==> src/rtl/irq_prio_pkg.sv <==
// Shared constants, types and the fixed-priority helper for the interrupt responder.
package irq_prio_pkg;

  localparam int unsigned CAUSE_W            = 5;
  localparam int unsigned DEFAULT_BASE_CAUSE = 16;
  localparam int unsigned MAX_IRQ            = 32;

  // Line indices of the named request sources.
  localparam int unsigned IRQ_DIO1  = 0;
  localparam int unsigned IRQ_TIMER = 1;

  typedef struct packed {
    logic               valid;
    logic [CAUSE_W-1:0] idx;
  } prio_t;

  // Lowest set bit wins; valid is 0 when the vector is empty.
  function automatic prio_t prio_index(input logic [MAX_IRQ-1:0] vec);
    prio_t res;
    res = '0;
    for (int i = MAX_IRQ - 1; i >= 0; i--) begin
      if (vec[i]) begin
        res.valid = 1'b1;
        res.idx   = CAUSE_W'(i);
      end
    end
    return res;
  endfunction

endpackage

==> src/rtl/irq_sync_edge.sv <==
// One request line: multi-flop synchroniser, previous-level flop and rise detect.
module irq_sync_edge #(
  parameter int unsigned SYNC_STAGES = 2
) (
  input  logic clk,
  input  logic rst_n,
  input  logic irq_raw,
  output logic irq_sync,
  output logic irq_rise
);

  if (SYNC_STAGES < 2) begin : g_bad_stages
    $error("irq_sync_edge: SYNC_STAGES must be at least 2");
  end

  logic [SYNC_STAGES-1:0] sync_q;
  logic                   prev_q;

  // Shift the raw line through the synchroniser and remember the last synced level.
  always_ff @(posedge clk or negedge rst_n) begin
    if (!rst_n) begin
      sync_q <= '0;
      prev_q <= 1'b0;
    end else begin
      sync_q <= {sync_q[SYNC_STAGES-2:0], irq_raw};
      prev_q <= sync_q[SYNC_STAGES-1];
    end
  end

  assign irq_sync = sync_q[SYNC_STAGES-1];
  assign irq_rise = sync_q[SYNC_STAGES-1] & ~prev_q;

endmodule

==> src/rtl/irq_edge_prio.sv <==
// Interrupt responder: sticky/level pending bits, enable masking and a registered
// fixed-priority request with its mcause value.
module irq_edge_prio
  import irq_prio_pkg::*;
#(
  parameter int unsigned NUM_IRQ     = 4,
  parameter int unsigned BASE_CAUSE  = DEFAULT_BASE_CAUSE,
  parameter int unsigned SYNC_STAGES = 2
) (
  input  logic               clk,
  input  logic               rst_n,
  input  logic [NUM_IRQ-1:0] irq_in,
  input  logic [NUM_IRQ-1:0] irq_level,
  input  logic [NUM_IRQ-1:0] irq_enable,
  input  logic               clr_valid,
  input  logic [NUM_IRQ-1:0] clr_mask,
  output logic [NUM_IRQ-1:0] pending,
  output logic               irq_req,
  output logic [CAUSE_W-1:0] irq_cause
);

  logic [NUM_IRQ-1:0] sync_lvl;
  logic [NUM_IRQ-1:0] rise;
  logic [NUM_IRQ-1:0] pending_q, pending_d;
  logic               req_q, req_d;
  logic [CAUSE_W-1:0] cause_q, cause_d;
  logic [NUM_IRQ-1:0] active;
  logic [MAX_IRQ-1:0] active_ext;
  prio_t              win;

  for (genvar g = 0; g < NUM_IRQ; g++) begin : g_line
    irq_sync_edge #(
      .SYNC_STAGES(SYNC_STAGES)
    ) u_sync (
      .clk     (clk),
      .rst_n   (rst_n),
      .irq_raw (irq_in[g]),
      .irq_sync(sync_lvl[g]),
      .irq_rise(rise[g])
    );
  end

  // Pending next state: level lines track the synced input; edge lines set on rise,
  // and a rise in the same cycle as a clear wins so no edge is lost.
  always_comb begin
    pending_d = pending_q;
    for (int i = 0; i < NUM_IRQ; i++) begin
      if (irq_level[i]) begin
        pending_d[i] = sync_lvl[i];
      end else begin
        pending_d[i] = rise[i] | (pending_q[i] & ~(clr_valid & clr_mask[i]));
      end
    end
  end

  // Priority is resolved on the next-state vector so the cause never lags pending.
  always_comb begin
    active                  = pending_d & irq_enable;
    active_ext              = '0;
    active_ext[NUM_IRQ-1:0] = active;
    win                     = prio_index(active_ext);
    req_d                   = win.valid;
    cause_d                 = win.valid ? (CAUSE_W'(BASE_CAUSE) + win.idx) : '0;
  end

  // Pending bits and the request/cause outputs.
  always_ff @(posedge clk or negedge rst_n) begin
    if (!rst_n) begin
      pending_q <= '0;
      req_q     <= 1'b0;
      cause_q   <= '0;
    end else begin
      pending_q <= pending_d;
      req_q     <= req_d;
      cause_q   <= cause_d;
    end
  end

  assign pending   = pending_q;
  assign irq_req   = req_q;
  assign irq_cause = cause_q;

endmodule

==> config.mk <==
export PLATFORM = sky130hd
export DESIGN_NAME = irq_edge_prio
export DESIGN_NICKNAME = d
export VERILOG_FILES = /design/src/rtl/irq_prio_pkg.sv /design/src/rtl/irq_sync_edge.sv /design/src/rtl/irq_edge_prio.sv
export SDC_FILE = /design/constraint.sdc
export NUM_CORES = 1
export LEC_CHECK = 0
export BUFFER_PORTS_ARGS = -buffer_cell sky130_fd_sc_hd__buf_4
export CORE_MARGIN = 5
export CORE_UTILIZATION = 47
export CTS_CLUSTER_DIAMETER = 100
export DETAILED_ROUTE_END_ITERATION = 16
export GPL_TIMING_DRIVEN = 0
export PLACE_DENSITY = 0.79
export SYNTH_ARGS = -nofsm -noshare
export SYNTH_HDL_FRONTEND = slang
export SYNTH_SLANG_ARGS = --single-unit
==> constraint.sdc <==
create_clock -name clk -period 1.99 [get_ports clk]
set_input_delay 0 -clock clk [delete_from_list [all_inputs] [get_ports clk]]
set_output_delay 0 -clock clk [all_outputs]
set_load 0.01 [all_outputs]
==> impl_metrics.env, run 1 <==
export IMPL_status="finished clean"
export IMPL_gr_total_overflow=0
export IMPL_grt_pass1_wl_um=2480
export IMPL_setup_viol=0
export IMPL_skew_ps=0.797
export IMPL_die_h_um=47.5
export IMPL_synthFlopType="dfrtp_1"
export IMPL_firstDrtPassIters=2
export IMPL_leakage_uw=0.000514
export IMPL_ys_ff_latch=19
export IMPL_num_vias=513
export IMPL_stdcell_count=105
export IMPL_period_share_pct=83.7
export IMPL_yosysSeqAreaShare_pct=72.0
export IMPL_cp_data_arrival_time_ps=1840
export IMPL_grt_max_degree=20
export IMPL_synth_avg_cell_area_sq_um=13.8
export IMPL_critical_path_top_delay_family="buffers and inverters"
export IMPL_post_cts_buffers=0
export IMPL_die_w_um=47.5
export IMPL_cts_htree_levels=1
export IMPL_place_port_buffers=26
export IMPL_reg2reg_from="pending[0]"
export IMPL_io_pins=29
export IMPL_met3_length_um=168
export IMPL_fmax_mhz=601
export IMPL_min_delay_start="irq_level[2]"
export IMPL_path_clk_slew_ps=100
export IMPL_min_path_type="in2reg"
export IMPL_maxCapViolCount=0
export IMPL_period_minus_slack_ps=1660
export IMPL_synth_top_cells_by_area="dfrtp_1 (72%), a22oi_2 (3.8%), nand2b_1 (3.8%), buf_4 (3.4%), inv_1 (3.4%)"
export IMPL_postPlaceCellArea_sq_um=878
export IMPL_clockRootBuffer="clkbuf_4"
export IMPL_final_nets=110
export IMPL_synth_top_cell_area_share_pct=72.0
export IMPL_drive_gt1_share_pct=41.1
export IMPL_r2r_slack_ps=330
export IMPL_yosysWarnings=0
export IMPL_fin_setup_tns_ps=0
export IMPL_clk_latency_ps=290
export IMPL_path_max_fanout=3
export IMPL_fin_area_sq_um=1020
export IMPL_final_max_slew_viol_count=0
export IMPL_path_class="reg2reg"
export IMPL_critical_path_buf_inv_count=1
export IMPL_min_path_cells=4
export IMPL_cts_tree="built"
export IMPL_slowest_stage="dlygate4sd3_1"
export IMPL_syn_to_final_growth_pct=53.8
export IMPL_cp_cell_sequence="a32o_2 > a22oi_2 > nand2_1 > dlygate4sd3_1"
export IMPL_yosysMostFrequentCell="dfrtp_1"
export IMPL_rsz0062_at_grt="no"
export IMPL_vdd_ir_drop_max_mv=0.567
export IMPL_top_layer="met4"
export IMPL_max_stage_delay_ps=580
export IMPL_antenna_found_initial=0
export IMPL_rows=13
export IMPL_yosys_area_top_type="dfrtp_1"
export IMPL_antenna_cells=0
export IMPL_wl_per_cell_um=13.5
export IMPL_r2r_end="irq_cause[4]"
export IMPL_drt_iter0_markers=2
export IMPL_critical_path_endpoint_type="flip-flop"
export IMPL_routedLengthMet1_um=509
export IMPL_synth_cell_types=13
export IMPL_wl_met2_um=705
export IMPL_crit_required_ps=2160
export IMPL_grt_util_all_layers_pct=16.5
export IMPL_async_flop_share_pct=100
export IMPL_synth_edf_count=0
export IMPL_netlist_area_sq_um=661
export IMPL_gp_congestion=0.686
export IMPL_cts_sinks=19
export IMPL_die_area_sq_um=2260
export IMPL_avgViaCountPerCell=4.89
export IMPL_drcViolationCount=0
export IMPL_cp_start_kind="flip-flop"
export IMPL_core_sq_um=1320
export IMPL_reg2reg_depth=4
export IMPL_clk_path_buf_depth=2
export IMPL_synthTopCellsByCount="dfrtp_1 (19), inv_1 (6), nand2_1 (6)"
export IMPL_totalWireLength_um=1420
export IMPL_cts_buffers=3
export IMPL_power_density_nw_per_um2=738
export IMPL_postRouteAntennaNets=0
export IMPL_start_util_pct=50.1
export IMPL_cts_resized=0
export IMPL_hold_path_endpoint="pending[2]"
export IMPL_dp_hpwl_um=998
export IMPL_place_inst=90
export IMPL_postSynthCellCount=48
export IMPL_grt_pass1_vias=589
export IMPL_final_hold_violation_count=0
cell usage in the layout, fill, tap and decap left out, drive strengths merged:
cell type     n
nor2b         1
nand2b        4
dfrtp        19
a22oi         3
a32oi         1
clkinv        1
inv           6
a32o          3
nand2         6
dlygate4sd3  11
buf          29
clkbuf        3
o211ai        1
conb          2
through the flow:
stage               total power [uW]  setup WS [ps]  hold WS [ps]  utilization [%]
floorplan                        476            923          -296                -
global placement                 543            936          -121             66.7
detailed placement               548            894          -121             66.7
CTS                              761            370          54.8             77.1
global route                     795            225          96.5             77.1
finish                           750            325          75.5             77.1
timing repair:
action	in CTS	in global routing
hold endpoints to repair	26	0
endpoints found under the setup margin	0	0
hold buffers	11	0
how the worst max path moves through the flow:
| stage | end | slack (ps) | start | cells past startpoint |
|---|---|---|---|---|
| finish | irq_cause[4] | 330 | pending[0] | 4 |
| global route | irq_cause[4] | 220 | pending[2] | 5 |
| floorplan | irq_cause[1] | 920 | pending[0] | 3 |
| detailed placement | irq_cause[1] | 890 | pending[0] | 3 |
| CTS | irq_cause[4] | 370 | pending[0] | 4 |
| global placement | irq_cause[1] | 940 | pending[0] | 3 |
final cells by class:
class                           instances  area (sq um)
Fill cell                              81           302
Clock buffer                            3          22.5
Sequential cell                        19           475
Tap cell                               15          18.8
Inverter                                6          22.5
Buffer                                  3          22.5
Multi-Input combinational cell         21           144
Clock inverter                          1          5.00
Timing Repair Buffer                   37           305
sequential cells by signal, summed over array words and instances, names as in the netlist:
| register | count |
|---|---|
| g_line.u_sync.prev_q | 4 |
| g_line.u_sync.sync_q | 8 |
| irq_cause | 3 |
| pending | 4 |
worst reg2reg max path, stage by stage, from the launching register on:
cell and delay, ps:
dfrtp_1 400, a32o_2 300, a22oi_2 190, nand2_1 80
dlygate4sd3_1 580
routing by layer:
| layer | vias up | GRT usage, % |
|---|---|---|
| met5 | - | 0 |
| met4 | 0 | 6.63 |
| met3 | 4 | 5.26 |
| met2 | 24 | 27.8 |
| met1 | 249 | 19.6 |
| li1 | 236 | - |
cells by family after synthesis:
family,after synthesis,synth area share [%]
and+or+nand+nor,11,8.52
other,1,0.568
AOI/OAI and AO/OA,8,12.1
DFF,19,72.0
buffers and inverters,9,6.82
where the power goes:
part | total [uW] | switching (uW) | leakage, uW | internal, uW
clock network | 186 | 111 | 0.0000177 | 74.6
logic | 140 | 55.9 | 0.000274 | 84.4
registers | 424 | 11.8 | 0.000223 | 412
total | 750 | 179 | 0.000514 | 571
No activity file was read; power rests on OpenSTA's default activity.
==> inputs of run 2 (changes only) <==
- CORE_ASPECT_RATIO: default -> 1.1
- CORE_UTILIZATION: 47 -> 43
- PLACE_DENSITY: 0.79 -> 0.74
- clock period: 1.99 -> 1.7 ns (I/O delays scaled with it)
==> run 2 against run 1 <==
Compared with the run above:
- the flow now finishes with violations (negative hold slack)
- worst setup slack worse by 150 ps
- first-iteration DRC count up 50%
- clock skew up 3.3 ps
- maximum frequency up 9.4%
- critical path depth up 1
- core utilization down 5.1 points
- flip-flop and latch count unchanged
- combinational power up 15%
- largest cell class unchanged
- largest power group unchanged
==> impl_metrics.env, run 2 (same netlist as run 1, synthesis figures left out) <==
export IMPL_rsz0062_at_grt="no"
export IMPL_reg2reg_depth=5
export IMPL_maxCapViolCount=0
export IMPL_layout_commonest_cell="buf_4"
export IMPL_drcViolationCount=0
export IMPL_violations="negative hold slack"
export IMPL_status="finished with violations"
export IMPL_clk_latency_ps=290
export IMPL_min_path_cells=3
export IMPL_final_nets=110
export IMPL_drt_iter0_markers=3
export IMPL_crit_required_ps=1930
export IMPL_antenna_cells=0
export IMPL_syn_to_final_growth_pct=54.7
export IMPL_skew_ps=4.07
export IMPL_period_minus_slack_ps=1520
export IMPL_gr_total_overflow=0
export IMPL_die_area_sq_um=2420
export IMPL_power_density_nw_per_um2=853
export IMPL_core_sq_um=1420
export IMPL_wl_per_cell_um=12.1
export IMPL_avgViaCountPerCell=4.59
export IMPL_cts_htree_levels=1
export IMPL_fin_setup_tns_ps=0
export IMPL_min_path_type="in2reg"
export IMPL_drive_gt1_share_pct=44.4
export IMPL_grt_util_all_layers_pct=12.5
export IMPL_fin_area_sq_um=1020
export IMPL_slowest_stage="dlygate4sd3_1"
export IMPL_num_vias=487
export IMPL_wl_met2_um=731
export IMPL_vdd_ir_drop_max_mv=0.676
export IMPL_postRouteAntennaNets=0
export IMPL_antenna_found_initial=0
export IMPL_rows=14
export IMPL_cts_buffers=3
export IMPL_stdcell_count=106
export IMPL_fmax_mhz=657
export IMPL_place_inst=91
export IMPL_period_share_pct=89.5
export IMPL_critical_path_endpoint_type="flip-flop"
export IMPL_grt_pass1_wl_um=2100
export IMPL_fillers=107
export IMPL_cts_tree="built"
export IMPL_path_clk_slew_ps=100
export IMPL_firstDrtPassIters=2
export IMPL_worst_hold_slack_ps=-17.1
export IMPL_die_w_um=47.4
export IMPL_cp_start_kind="flip-flop"
export IMPL_cp_cell_sequence="nand2b_1 > a32o_1 > o211ai_1 > a22oi_1 > dlygate4sd3_1"
export IMPL_final_max_slew_viol_count=0
export IMPL_io_pins=29
export IMPL_grt_pass1_vias=523
export IMPL_cts_sinks=19
export IMPL_largest_reg_flops=8
export IMPL_totalWireLength_um=1280
export IMPL_cp_data_arrival_time_ps=1750
export IMPL_regMostFlops="g_line.u_sync.sync_q"
export IMPL_leakage_uw=0.000514
export IMPL_top_layer="met4"
export IMPL_path_max_fanout=3
export IMPL_die_h_um=51.1
export IMPL_postPlaceCellArea_sq_um=880
export IMPL_final_hold_violation_count=1
export IMPL_met3_length_um=124
export IMPL_utilization_pct=72.0
export IMPL_dp_hpwl_um=983
export IMPL_final_cell_mix="buf_4 (31), dfrtp_1 (19), dlygate4sd3_1 (9), inv_1 (6), nand2_1 (6)"
export IMPL_path_class="reg2reg"
export IMPL_routedLengthMet1_um=415
export IMPL_clockRootBuffer="clkbuf_4"
export IMPL_clk_path_buf_depth=2
export IMPL_max_stage_delay_ps=560
export IMPL_start_util_pct=46.6
export IMPL_grt_max_degree=20
export IMPL_place_port_buffers=26
export IMPL_setup_viol=0
export IMPL_gp_congestion=0.673
==> run 2: routing by layer <==
layer  GRT usage (%)  vias up
li1                -      237
met1            11.6      227
met2            23.7       21
met3            4.56        2
met4            4.15        0
met5               0        -
==> run 2: worst paths after layout <==
kind,to,startpoint,slack (ps)
min in group asynchronous,g_line[0].u_sync.sync_q[1],rst_n,110
setup / recovery,irq_cause[0],g_line[3].u_sync.prev_q,180
max in group asynchronous,irq_cause[1],rst_n,1400
hold reg to reg,g_line[1].u_sync.sync_q[1],g_line[1].u_sync.sync_q[0],360
hold / removal,irq_cause[4],irq_enable[3],-20
setup reg to reg,irq_cause[0],g_line[3].u_sync.prev_q,180
==> run 2: power breakdown <==
group          internal, uW  leakage [uW]  switching (uW)  total, uW
clock                  89.3     0.0000139             127        216
sequential              483      0.000223            12.6        495
combinational          98.0      0.000277            62.6        161
==> run 2: cell type report <==
class                   instances  area [sq um]  share of cell area (%)
plain buffers                   3          22.5                    2.20
clock inverters                 1          7.51                   0.734
clock buffers                   3          22.5                    2.20
inverters                       6          22.5                    2.20
flip-flops and latches         19           475                    46.5
well taps                      16          20.0                    1.96
multi-input cells              21           151                    14.8
repair buffers                 37           300                    29.4
==> run 2: repair_timing <==
| action | CTS | global route |
|---|---|---|
| setup endpoints to repair | 0 | 1 |
| setup buffers | 0 | 2 |
| hold buffers | 10 | 0 |
| hold endpoints to repair | 26 | 0 |
| resized for setup | 0 | 1 |
==> run 2: worst max-delay path: cells and delay by family (launching register included) <==
kind                   cells  cell delay, ps
AO/OA/AOI/OAI              3             450
flip-flops                 1             380
buffers and inverters      1             560
AND/OR/NAND/NOR            1              80
==> run 2: through the flow <==
step	hold WS [ps]	worst slack, ps	power, uW
after floorplan	-296	633	557
after global placement	-120	646	636
after detailed placement	-118	622	641
after CTS	3.93	63.1	888
after global routing	12.4	40.9	937
final	-17.1	178	872
